$ cat src/rtl/serial_add_ctrl.sv
// ---------------------------------------------------------------------------
// serial_add_ctrl
//
// Bit-serial WIDTH-bit adder controller. A single 1-bit adder cell, built from
// two half adders and a carry flop, is stepped across the operand pair one
// bit per clock, LSB first. Callers see a start/busy/done handshake. The
// result is registered and held until the next completion.
//
// Ports:
//   clk    in   1      rising-edge clock
//   rst_n  in   1      asynchronous active-low reset
//   start  in   1      request (pulse or level), sampled only while idle
//   a      in   WIDTH  operand A, captured on the accepting edge
//   b      in   WIDTH  operand B, captured on the accepting edge
//   cin    in   1      carry-in, captured on the accepting edge
//   sum    out  WIDTH  registered a+b+cin (low WIDTH bits)
//   cout   out  1      registered carry-out
//   busy   out  1      high while a serial operation is in progress
//   done   out  1      one-cycle completion pulse
// ---------------------------------------------------------------------------
module serial_add_ctrl #(
    parameter int WIDTH = 4
) (
    input  logic             clk,
    input  logic             rst_n,
    input  logic             start,
    input  logic [WIDTH-1:0] a,
    input  logic [WIDTH-1:0] b,
    input  logic             cin,
    output logic [WIDTH-1:0] sum,
    output logic             cout,
    output logic             busy,
    output logic             done
);

    localparam int               CNT_W    = (WIDTH > 1) ? $clog2(WIDTH) : 1;
    localparam logic [CNT_W-1:0] CNT_LAST = CNT_W'(WIDTH - 1);
    localparam logic [CNT_W-1:0] CNT_ONE  = CNT_W'(1);

    typedef enum logic {
        S_IDLE = 1'b0,
        S_RUN  = 1'b1
    } state_t;

    state_t           r_state;
    state_t           w_state_nxt;

    logic [WIDTH-1:0] r_a_sh;
    logic [WIDTH-1:0] r_b_sh;
    logic [WIDTH-1:0] r_acc;
    logic             r_carry;
    logic [CNT_W-1:0] r_cnt;
    logic [WIDTH-1:0] r_sum;
    logic             r_cout;
    logic             r_done;

    // FSM control strobes
    logic             w_load;
    logic             w_step;
    logic             w_finish;
    logic             w_last;

    // Adder cell
    logic             w_p;
    logic             w_g1;
    logic             w_s;
    logic             w_g2;
    logic             w_carry_nxt;
    logic [WIDTH-1:0] w_acc_nxt;

    // -----------------------------------------------------------------------
    // Shared 1-bit adder cell: two cascaded half adders. The first combines
    // the current operand bits, the second folds in the stored carry. Both
    // generate terms can never be high together, so OR is a full carry.
    // -----------------------------------------------------------------------
    assign w_p         = r_a_sh[0] ^ r_b_sh[0];
    assign w_g1        = r_a_sh[0] & r_b_sh[0];
    assign w_s         = w_p ^ r_carry;
    assign w_g2        = w_p & r_carry;
    assign w_carry_nxt = w_g1 | w_g2;

    // The accumulator fills from the MSB side, so after WIDTH shifts the
    // first (LSB) result bit has arrived at bit 0.
    generate
        if (WIDTH == 1) begin : g_acc_w1
            assign w_acc_nxt = w_s;
        end else begin : g_acc_wn
            assign w_acc_nxt = {w_s, r_acc[WIDTH-1:1]};
        end
    endgenerate

    assign w_last = (r_cnt == CNT_LAST);

    // -----------------------------------------------------------------------
    // FSM state register
    // -----------------------------------------------------------------------
    always_ff @(posedge clk or negedge rst_n) begin
        if (!rst_n) begin
            r_state <= S_IDLE;
        end else begin
            r_state <= w_state_nxt;
        end
    end

    // -----------------------------------------------------------------------
    // FSM next state and datapath strobes. start is only looked at in IDLE,
    // which is what makes requests during an operation disappear silently.
    // -----------------------------------------------------------------------
    always_comb begin
        w_state_nxt = r_state;
        w_load      = 1'b0;
        w_step      = 1'b0;
        w_finish    = 1'b0;
        case (r_state)
            S_IDLE: begin
                if (start) begin
                    w_load      = 1'b1;
                    w_state_nxt = S_RUN;
                end
            end
            S_RUN: begin
                w_step = 1'b1;
                if (w_last) begin
                    w_finish    = 1'b1;
                    w_state_nxt = S_IDLE;
                end
            end
            default: begin
                w_state_nxt = S_IDLE;
            end
        endcase
    end

    // -----------------------------------------------------------------------
    // Operand shifters, carry flop, bit counter and accumulator
    // -----------------------------------------------------------------------
    always_ff @(posedge clk or negedge rst_n) begin
        if (!rst_n) begin
            r_a_sh  <= '0;
            r_b_sh  <= '0;
            r_acc   <= '0;
            r_carry <= 1'b0;
            r_cnt   <= '0;
        end else if (w_load) begin
            r_a_sh  <= a;
            r_b_sh  <= b;
            r_acc   <= '0;
            r_carry <= cin;
            r_cnt   <= '0;
        end else if (w_step) begin
            r_a_sh  <= r_a_sh >> 1;
            r_b_sh  <= r_b_sh >> 1;
            r_acc   <= w_acc_nxt;
            r_carry <= w_carry_nxt;
            // Park the counter at zero on the last bit so it never reaches
            // WIDTH, even when WIDTH is not a power of two.
            r_cnt   <= w_last ? '0 : (r_cnt + CNT_ONE);
        end
    end

    // -----------------------------------------------------------------------
    // Result registers: written only on the result edge, so partial sums are
    // never visible. done is rewritten every cycle, giving a single pulse.
    // -----------------------------------------------------------------------
    always_ff @(posedge clk or negedge rst_n) begin
        if (!rst_n) begin
            r_sum  <= '0;
            r_cout <= 1'b0;
            r_done <= 1'b0;
        end else begin
            if (w_finish) begin
                r_sum  <= w_acc_nxt;
                r_cout <= w_carry_nxt;
            end
            r_done <= w_finish;
        end
    end

    assign sum  = r_sum;
    assign cout = r_cout;
    assign busy = (r_state == S_RUN);
    assign done = r_done;

endmodule
$ cat config.mk
export PLATFORM = sky130hd
export DESIGN_NAME = serial_add_ctrl
export DESIGN_NICKNAME = d
export VERILOG_FILES = /design/src/rtl/serial_add_ctrl.sv
export SDC_FILE = /design/constraint.sdc
export NUM_CORES = 1
export LEC_CHECK = 0
export BUFFER_PORTS_ARGS = -buffer_cell sky130_fd_sc_hd__buf_2
export CAP_MARGIN = 30
export CORE_MARGIN = 1
export CORE_UTILIZATION = 55
export DETAILED_ROUTE_END_ITERATION = 8
export GPL_TIMING_DRIVEN = 0
export HOLD_SLACK_MARGIN = 0.12
export PLACE_DENSITY = 0.8
export SYNTH_ARGS = -nofsm -noshare
export SYNTH_HDL_FRONTEND = slang
export SYNTH_SLANG_ARGS = --single-unit
$ cat constraint.sdc
create_clock -name clk -period 3.5 [get_ports clk]
set_input_delay 0.175 -clock clk [delete_from_list [all_inputs] [get_ports clk]]
set_output_delay 0.175 -clock clk [all_outputs]
set_load 0.05 [all_outputs]
# == Word-level counts from Yosys, hierarchy flattened ==
# Index checks and enable logic that the tools add are counted.
# Widths: inputs -> output; s select.
# word_totals
regBits,22
input_bits,12
output_inout_bits,7
elab_cells,36
# op_classes
add_sub_neg,1
eq_ne,1
n_mux,18
bitwise,6
n_reduce_logical,1
# ops
op,n
$mux 4,6
$mux 1,8
$mux 2,3
$add 2x1->2 const B,1
$and 1x1->1,2
$eq 2x2->1 const B,1
$pmux 1 s2,1
$reduce_bool 2->1,1
$xor 1x1->1,2
$not 1->1,1
$or 1x1->1,1

# == Longest topological paths before layout ==
# Gate-level depths: netlist of run 1.
# logic_depth
depth_word,5
mapped_depth,4
ltp_nobuf,3

# == Worst setup path before layout of run 1 ==
# OpenSTA, ideal clock, no wires.
# synth_timing
path_kind,flip-flop to flip-flop
start,reg r_state (netlist: busy)
end,reg r_cout (netlist: cout)
setup_time_ns,0.125
t_arrival_ns,1.169
t_required_ns,3.375
setup_slack_ns,2.207
path_stages_with_launch,4
path_buffers,1
period_less_slack_ns,1.293
cell_sequence,dfrtp_1 buf_6 nand2_4 mux2_2
# synth_via
elab_chain_cells,1
# synth_rtl
item,line_no,text
start: declaration,45,state_t r_state;
start signal: assignment,101,r_state <= w_state_nxt;
$mux 1,114,case (r_state)
end signal: assignment,173,r_cout <= w_carry_nxt;
end: declaration,54,logic r_cout;
# Every way passes these cells.
# A chain may end at the register's enable or synchronous reset.

# == Worst setup path in the final report of run 1 ==
# layout_timing
start,reg r_a_sh[0]
end,reg r_sum[3] (netlist: sum[3])
# layout_via
elab_chain_cells,2
# layout_rtl
item,line_no,text
start: declaration,48,logic [WIDTH-1:0] r_a_sh;
start signal: assignment,151,r_a_sh <= r_a_sh >> 1;
$xor 1x1->1,76,assign w_p = r_a_sh[0] ^ r_b_sh[0];
$xor 1x1->1,78,assign w_s = w_p ^ r_carry;
via w_s,66,logic w_s;
end signal: assignment,172,r_sum <= w_acc_nxt;
end: declaration,53,logic [WIDTH-1:0] r_sum;
# The timed path passes the listed nets, and every way through them passes these cells.

==> results.tsv, run 1 <==
metric	value	unit
outcome	finished, final reports clean	
htree_levels	1	
crit_path_max_fanout	2	
core_area	1510	um2
grt_pass1_wl	2470	um
cts_buffers	3	
die_area	1780	um2
worstPathRequired	3700	ps
synth_top_cell_by_area	dfrtp_1	
end_kind	flop	
hold_path.class	input pin to flop	
synthCells	69	
ant_nets	0	
cts_buffer_depth	2	
num_rows	14	
yosysSeqAreaShare	0.592	
p_per_area	880	nW/um2
fin_crit	1310	ps
yosys.cell_types.count	16	
cts-root-buf	clkbuf_4	
drt-initial-drc-count	9	
die_w	42.2	um
synth_compound_area_frac	0.0903	
wire_per_inst	13.4	um
max_slew.worst_pin.slew	467	ps
gp_congestion	0.692	
yosysWarnings	0	
io_buffers	18	
dr.pass1.iters	2	
routed_wirelength	1480	um
die_y	42.2	um
synthXorXnorAreaFrac	0	
synth.avg_cell_area	12.9	um2
syn-cell-area	887	um2
hold_violations	0	
grt_pass1_vias	570	
tns	0	ps
syn-num-nets	83	
layout_commonest_cell	dfrtp_1	
vias_per_cell	5.34	
grt_util_all_layers	0.187	
p_leak	0.000553	uW
area_growth	18.8	%
post_cts_resized	0	
final_nets	109	
arrival	1500	ps
antenna_cells	0	
clock_latency	300	ps
rsz0062_at_grt	no	
antenna_found_initial	0	
synth_adder_area_share	0.0367	
netlist_top_cells_area	dfrtp_1 (59%), mux2i_1 (10%), mux2_2 (5.1%)	
start_util	0.589	
hpwl	1020	um
max_cap_viol_count	0	
overflow	0	
grt_max_degree	22	
pin_count	19	
synthMuxAreaShare	0.169	
drc_errors	0	
ir_drop	0.406	mV
slew-limit-headroom	0.689	
finalCritPeriodShare	0.373	
fmax	0.766	GHz
crit_type	flop to flop	
clock-skew-final	1.38	ps
r2r_slack	2190	ps
ys_ff_latch	21	
finalSetupViolCount	0	
mostFrequentLayoutCells	dfrtp_1 (21), buf_2 (20), mux2i_1 (9)	
yosys.area_share.simple	0.0705	
drive_gt1_frac	0.330	
routed-via-count	587	
slew_viol_final	0	
synth_top_family_by_area	multiplexers	
finalPower	927	uW
cts_tree	built	
synth_top_area_share	0.592	
clkTransAtPathRegs	110	ps
setup.worst_path.start_class	flop	
clkSinkCount	21	
layer usage:
layer | GRT usage | routed length [um] | vias to the layer above
li1 | - | - | 284
met1 | 0.219 | 643 | 284
met2 | 0.332 | 758 | 15
met3 | 0.0259 | 45 | 4
met4 | 0.0938 | 31 | 0
met5 | 0 | 0 | -
report_power, final:
group	switching, uW	total, uW	leakage (uW)	internal [uW]
sequential	53.2	392	0.000272	339
clock	69.2	114	0.0000150	44.4
combinational	262	422	0.000266	160
total	384	927	0.000553	543
state kept, by name, indices dropped and copies added, names as in the netlist, 2 cells and up:
name	cells
r_a_sh	4
r_acc	3
r_b_sh	4
r_cnt	2
sum	4
critical path, stage by stage, from the launching register on:
cell and delay, ps:
dfrtp_1 420, fa_1 510, mux2_2 270
layout make-up:
type | count | area (um2)
fill | 114 | 453
tap | 16 | 20.0
clock buffer | 4 | 26.3
multi-input combinational | 43 | 325
sequential | 21 | 526
timing repair buffer | 21 | 120
buffer | 4 | 32.5
inverter | 1 | 3.75
synth_stat cells:
| library cell | number |
|---|---|
| a21oi_1 | 1 |
| a22o_1 | 4 |
| buf_2 | 2 |
| buf_6 | 2 |
| dfrtp_1 | 21 |
| fa_1 | 1 |
| ha_1 | 1 |
| inv_1 | 1 |
| mux2_2 | 4 |
| mux2_4 | 1 |
| mux2i_1 | 9 |
| nand2_1 | 8 |
| nand2_4 | 1 |
| nand2b_1 | 1 |
| nor2_1 | 4 |
| o21ai_0 | 8 |
logic make-up after synthesis:
| family | count (synthesis) |
|---|---|
| DFF | 21 |
| muxes | 14 |
| and+or+nand+nor | 14 |
| adders and majority gates | 2 |
| AOI/OAI and AO/OA | 13 |
| buffers and inverters | 5 |
path summary, 6_finish.rpt:
| kind | startpoint | endpoint | cells past startpoint |
|---|---|---|---|
| worst max-delay path | r_a_sh[0] | sum[3] | 2 |
| worst min-delay path | a[1] | r_a_sh[1] | 3 |
| worst max register to register | r_a_sh[0] | sum[3] | 2 |
| worst min register to register | r_b_sh[2] | r_b_sh[1] | 2 |
| max in group asynchronous | rst_n | busy | 2 |
| min in group asynchronous | rst_n | sum[3] | 2 |
what timing repair did:
item / 4_1_cts / 5_1_grt
endpoints found under the hold margin: 23 / 0
buffers inserted: 0 / 0
hold buffers: 3 / 0
endpoints found under the setup margin: 0 / 0
per-stage QoR:
| stage | cells | cell area, um2 | util | setup slack (ps) | hold WS (ps) |
|---|---|---|---|---|---|
| after floorplan | 69 | 887 | - | 2210 | -121 |
| after global placement | 103 | 997 | 0.662 | 2220 | 148 |
| after detailed placement | 103 | 997 | 0.662 | 2200 | 154 |
| after CTS | 110 | 1050 | 0.699 | 2190 | 157 |
| after global routing | 110 | 1050 | 0.699 | 2150 | 186 |
| final | 110 | 1050 | 0.699 | 2190 | 159 |
Note: power is estimated with default switching activity, not from simulation.
==> inputs of run 2 (changes only) <==
--- a/config.mk
+++ b/config.mk
@@ -8,11 +8,11 @@
 export BUFFER_PORTS_ARGS = -buffer_cell sky130_fd_sc_hd__buf_2
 export CAP_MARGIN = 30
 export CORE_MARGIN = 1
-export CORE_UTILIZATION = 55
+export CORE_UTILIZATION = 51
 export DETAILED_ROUTE_END_ITERATION = 8
 export GPL_TIMING_DRIVEN = 0
 export HOLD_SLACK_MARGIN = 0.12
-export PLACE_DENSITY = 0.8
+export PLACE_DENSITY = 0.75
 export SYNTH_ARGS = -nofsm -noshare
 export SYNTH_HDL_FRONTEND = slang
 export SYNTH_SLANG_ARGS = --single-unit
==> constraint.sdc (replaced) <==
create_clock -name clk -period 1.4 [get_ports clk]
set_input_delay 0.07 -clock clk [delete_from_list [all_inputs] [get_ports clk]]
set_output_delay 0.07 -clock clk [all_outputs]
set_load 0.05 [all_outputs]
==> results.tsv, run 2 (same netlist as run 1, synthesis figures left out) <==
metric	value	unit	change
crit_path_max_fanout	2		unchanged
tns	0	ps	unchanged
final_nets	117		was 109
finalCritPeriodShare	0.924		was 0.373
gp_congestion	0.718		was 0.692
slew-limit-headroom	0.693		was 0.689
routed_wirelength	1580	um	was 1480 um
violations	DRC		
routed-via-count	637		was 587
core_area	1560	um2	was 1510 um2
cts_tree	built		unchanged
grt_util_all_layers	0.195		was 0.187
hold_path.class	input pin to async pin		was input pin to flop
die_area	1910	um2	was 1780 um2
mostFrequentLayoutCells	dfrtp_1 (21), buf_2 (20), dlygate4sd3_1 (11)		was dfrtp_1 (21), buf_2 (20), mux2i_1 (9)
worstPathRequired	1620	ps	was 3700 ps
area_growth	27.9	%	was 18.8%
max_slew.worst_pin.slew	461	ps	was 467 ps
outcome	finished, violations left		was finished, final reports clean
wire_per_inst	13.4	um	about the same
hold_violations	0		unchanged
finalSetupViolCount	0		unchanged
htree_levels	1		unchanged
post_cts_resized	0		unchanged
drt-initial-drc-count	10		was 9
use_met1	0.249		was 0.219
stdcell_count	118		was 110
vias_per_cell	5.40		was 5.34
postCtsSetupRepairBufs	0		unchanged
postLayoutCoreUtil	0.728		was 0.699
finalPower	2360	uW	was 927 uW
start_util	0.569		was 0.589
dr.pass1.iters	5		was 2
rsz0062_at_grt	no		unchanged
num_rows	14		unchanged
io_buffers	18		unchanged
fin_crit	1290	ps	was 1310 ps
clock_latency	320	ps	was 300 ps
arrival	1520	ps	was 1500 ps
clock-skew-final	17.6	ps	was 1.38 ps
layout_commonest_cell	dfrtp_1		unchanged
cts_buffer_depth	2		unchanged
end_kind	flop		unchanged
crit_type	flop to flop		unchanged
cts_buffers	3		unchanged
antenna_cells	0		unchanged
grt.busiest_layer	met2		unchanged
p_per_area	2080	nW/um2	was 880 nW/um2
place_inst	103		unchanged
fmax	0.773	GHz	was 0.766 GHz
die_w	43.7	um	was 42.2 um
p_leak	0.000590	uW	was 0.000553 uW
grt_max_degree	22		unchanged
hpwl	969	um	was 1020 um
drc_errors	3		was 0
use_met3	0.0375		was 0.0259
antenna_found_initial	0		unchanged
grt_pass1_vias	591		was 570
clkSinkCount	21		unchanged
setup.worst_path.start_class	flop		unchanged
ant_nets	0		unchanged
clkTransAtPathRegs	130	ps	was 110 ps
max_cap_viol_count	0		unchanged
ir_drop	1.12	mV	was 0.406 mV
grtUsageMet2	0.328		was 0.332
placed_cell_area	997	um2	unchanged
die_y	43.7	um	was 42.2 um
overflow	0		unchanged
pin_count	19		unchanged
slew_viol_final	0		unchanged
fin_area	1130	um2	was 1050 um2
cts-root-buf	clkbuf_4		unchanged
grt_pass1_wl	2640	um	was 2470 um
drive_gt1_frac	0.314		was 0.330
==> run 2: layout make-up <==
type                            count  area [um2]
Fill cell                         123         424
Tap cell                           16        20.0
Inverter                            1        3.75
Buffer                              4        32.5
Clock buffer                        3        22.5
Multi-Input combinational cell     43         325
Clock inverter                      1        5.00
Timing Repair Buffer               29         200
Sequential cell                    21         526
==> run 2: final timing paths <==
| path | start | to | slack, ps | depth (start not counted) |
|---|---|---|---|---|
| max in group asynchronous | rst_n | busy | 840 | 2 |
| min reg2reg | r_a_sh[2] | r_a_sh[1] | 500 | 2 |
| min | rst_n | sum[3] | 220 | 2 |
| max reg2reg | r_a_sh[0] | sum[3] | 110 | 2 |
| min in group clk | r_a_sh[2] | r_a_sh[1] | 500 | 2 |
| max | r_a_sh[0] | sum[3] | 110 | 2 |
==> run 2: layer usage <==
layer,up-vias,part of all wire,wire length [um]
met5,-,0,0
met4,0,0.016,25
met3,2,0.028,44
met2,16,0.48,768
met1,315,0.47,746
li1,304,-,-
==> run 2: per-stage QoR <==
| stage | setup WS (ps) | hold WS, ps |
|---|---|---|
| floorplan | 107 | -226 |
| global placement | 127 | 45.2 |
| detailed placement | 122 | 47.6 |
| CTS | 103 | 232 |
| global route | 51.6 | 261 |
| finish | 107 | 222 |
==> run 2: power by group <==
part | total (uW) | switching, uW | internal (uW)
sequential | 986 | 139 | 847
clock | 298 | 191 | 107
combinational | 1080 | 662 | 415
total | 2360 | 992 | 1370
==> run 2: what timing repair did <==
action	CTS	global route
endpoints found under the setup margin	0	0
hold endpoints to repair	31	0
hold buffers	11	0
==> run 2: critical path: stages, from the launching register on <==
cell and delay (ps):
dfrtp_1 420, fa_1 500, mux2_2 270
==> inputs of run 3 (changes only) <==
--- a/config.mk
+++ b/config.mk
@@ -8,11 +8,10 @@
 export BUFFER_PORTS_ARGS = -buffer_cell sky130_fd_sc_hd__buf_2
 export CAP_MARGIN = 30
 export CORE_MARGIN = 1
-export CORE_UTILIZATION = 51
+export CORE_UTILIZATION = 28
 export DETAILED_ROUTE_END_ITERATION = 8
 export GPL_TIMING_DRIVEN = 0
 export HOLD_SLACK_MARGIN = 0.12
-export PLACE_DENSITY = 0.75
 export SYNTH_ARGS = -nofsm -noshare
 export SYNTH_HDL_FRONTEND = slang
 export SYNTH_SLANG_ARGS = --single-unit
==> results.tsv, run 3 (same netlist as run 1, synthesis figures left out) <==
metric	value	unit	change
postCtsSetupRepairBufs	0		unchanged
violations	DRC		unchanged
p_leak	0.000587	uW	was 0.000590 uW
die_y	58.3	um	was 43.7 um
clkSinkCount	21		unchanged
pre_cts_ws	112	ps	was 122 ps
cts-root-buf	clkbuf_4		unchanged
vias_per_cell	4.25		was 5.40
clock-skew-final	3.89	ps	was 17.6 ps
hold_path.class	input pin to async pin		unchanged
io_buffers	18		unchanged
grt_max_degree	22		unchanged
clkTransAtPathRegs	110	ps	was 130 ps
arrival	1490	ps	was 1520 ps
crit_type	flop to flop		unchanged
ir_drop	0.660	mV	was 1.12 mV
cts_buffer_depth	2		unchanged
hpwl	1100	um	was 969 um
rsz0062_at_grt	no		unchanged
die_w	58.3	um	was 43.7 um
drt-initial-drc-count	21		was 10
overflow	0		unchanged
clock_latency	300	ps	was 320 ps
slew-limit-headroom	0.691		was 0.693
finalCritPeriodShare	0.926		was 0.924
slew_viol_final	0		unchanged
hold_violations	0		unchanged
crit_path_top_delay_cell	fa_1		unchanged
cp_cell_sequence	fa_1 > mux2_2		unchanged
cts_tree	built		unchanged
end_kind	flop		unchanged
crit_path_max_fanout	2		unchanged
mostFrequentLayoutCells	dfrtp_1 (21), buf_2 (20), dlygate4sd3_1 (11)		unchanged
antenna_cells	0		unchanged
p_per_area	2000	nW/um2	was 2080 nW/um2
routed-via-count	621		was 637
grt_util_all_layers	0.108		was 0.195
htree_levels	1		unchanged
max_slew.worst_pin.slew	464	ps	was 461 ps
fmax	0.772	GHz	was 0.773 GHz
pin_count	19		unchanged
num_rows	20		was 14
routed_wirelength	1550	um	was 1580 um
drc_errors	1		was 3
tns	0	ps	unchanged
wire_per_inst	10.6	um	was 13.4 um
r2r_end	sum[3]		unchanged
setup.worst_path.start_class	flop		unchanged
ff2ff_path_depth	2		unchanged
finalSetupViolCount	0		unchanged
layout_commonest_cell	dfrtp_1		unchanged
ant_nets	0		unchanged
timing.rr.start	r_a_sh[0]		unchanged
path_delay_family	adder cells		unchanged
grt_pass1_wl	2740	um	was 2640 um
core_area	3030	um2	was 1560 um2
worstPathRequired	1590	ps	was 1620 ps
gp_congestion	0.722		was 0.718
final_nets	117		unchanged
critPathBufInv	0		unchanged
antenna_found_initial	0		unchanged
die_area	3400	um2	was 1910 um2
r2r_slack	100	ps	was 110 ps
grt_pass1_vias	593		was 591
dr.pass1.iters	6		was 5
max_cap_viol_count	0		unchanged
crit_path_max_incr_delay	500	ps	about the same
fin_crit	1300	ps	was 1290 ps
timing.final.ws_setup	104	ps	was 107 ps
area_growth	31.7	%	was 27.9%
drive_gt1_frac	0.304		was 0.314
outcome	finished, violations left		unchanged
start_util	0.293		was 0.569
cts_buffers	3		unchanged
==> run 3: worst max path at each step <==
stage               from  endpoint  slack (ps)  cells after the start
6_report       r_a_sh[0]    sum[3]         100                      2
2_1_floorplan       busy      cout         110                      3
4_1_cts        r_a_sh[0]    sum[3]          90                      2
5_1_grt        r_a_sh[0]    sum[3]          60                      2
3_3_place_gp   r_a_sh[0]    sum[3]         130                      2
3_5_place_dp   r_a_sh[0]    sum[3]         110                      2
==> run 3: through the flow <==
stage	utilization	hold slack [ps]	std cells	cell area [um2]	total power, uW
floorplan	-	-226	69	887	1800
global placement	0.341	45.2	131	1030	2010
detailed placement	0.341	51.5	131	1030	2050
CTS	0.386	263	146	1170	2370
global route	0.386	274	146	1170	2530
finish	0.386	255	146	1170	2330
==> run 3: power by group <==
group,total [uW],internal [uW],switching [uW]
Sequential,978,847,131
Combinational,1070,416,658
Clock,281,111,170
Total,2330,1370,959
==> run 3: final cells by class <==
cell class	instances	area, um2
Multi-Input combinational cell	43	325
Tap cell	44	55.1
Clock buffer	4	26.3
Inverter	1	3.75
Buffer	4	32.5
Timing Repair Buffer	29	200
Sequential cell	21	526
Fill cell	311	1860
==> run 3: layer usage <==
metal  track usage  vias up  routed length [um]
li1              -      303                   -
met1         0.143      294                 735
met2         0.163       24                 703
met3        0.0491        0                 109
met4        0.0204        0                   0
met5             0        -                   0
==> run 3: worst reg2reg max path: cells and delay by family (launching register included) <==
kind                       cells  cell delay [ps]
DFF                            1              420
adders and majority gates      1              500
muxes                          1              270
==> run 3: what timing repair did <==
item                                   CTS  global route
hold buffers                            11             0
endpoints found under the hold margin   31             0
resized for setup                        0             0
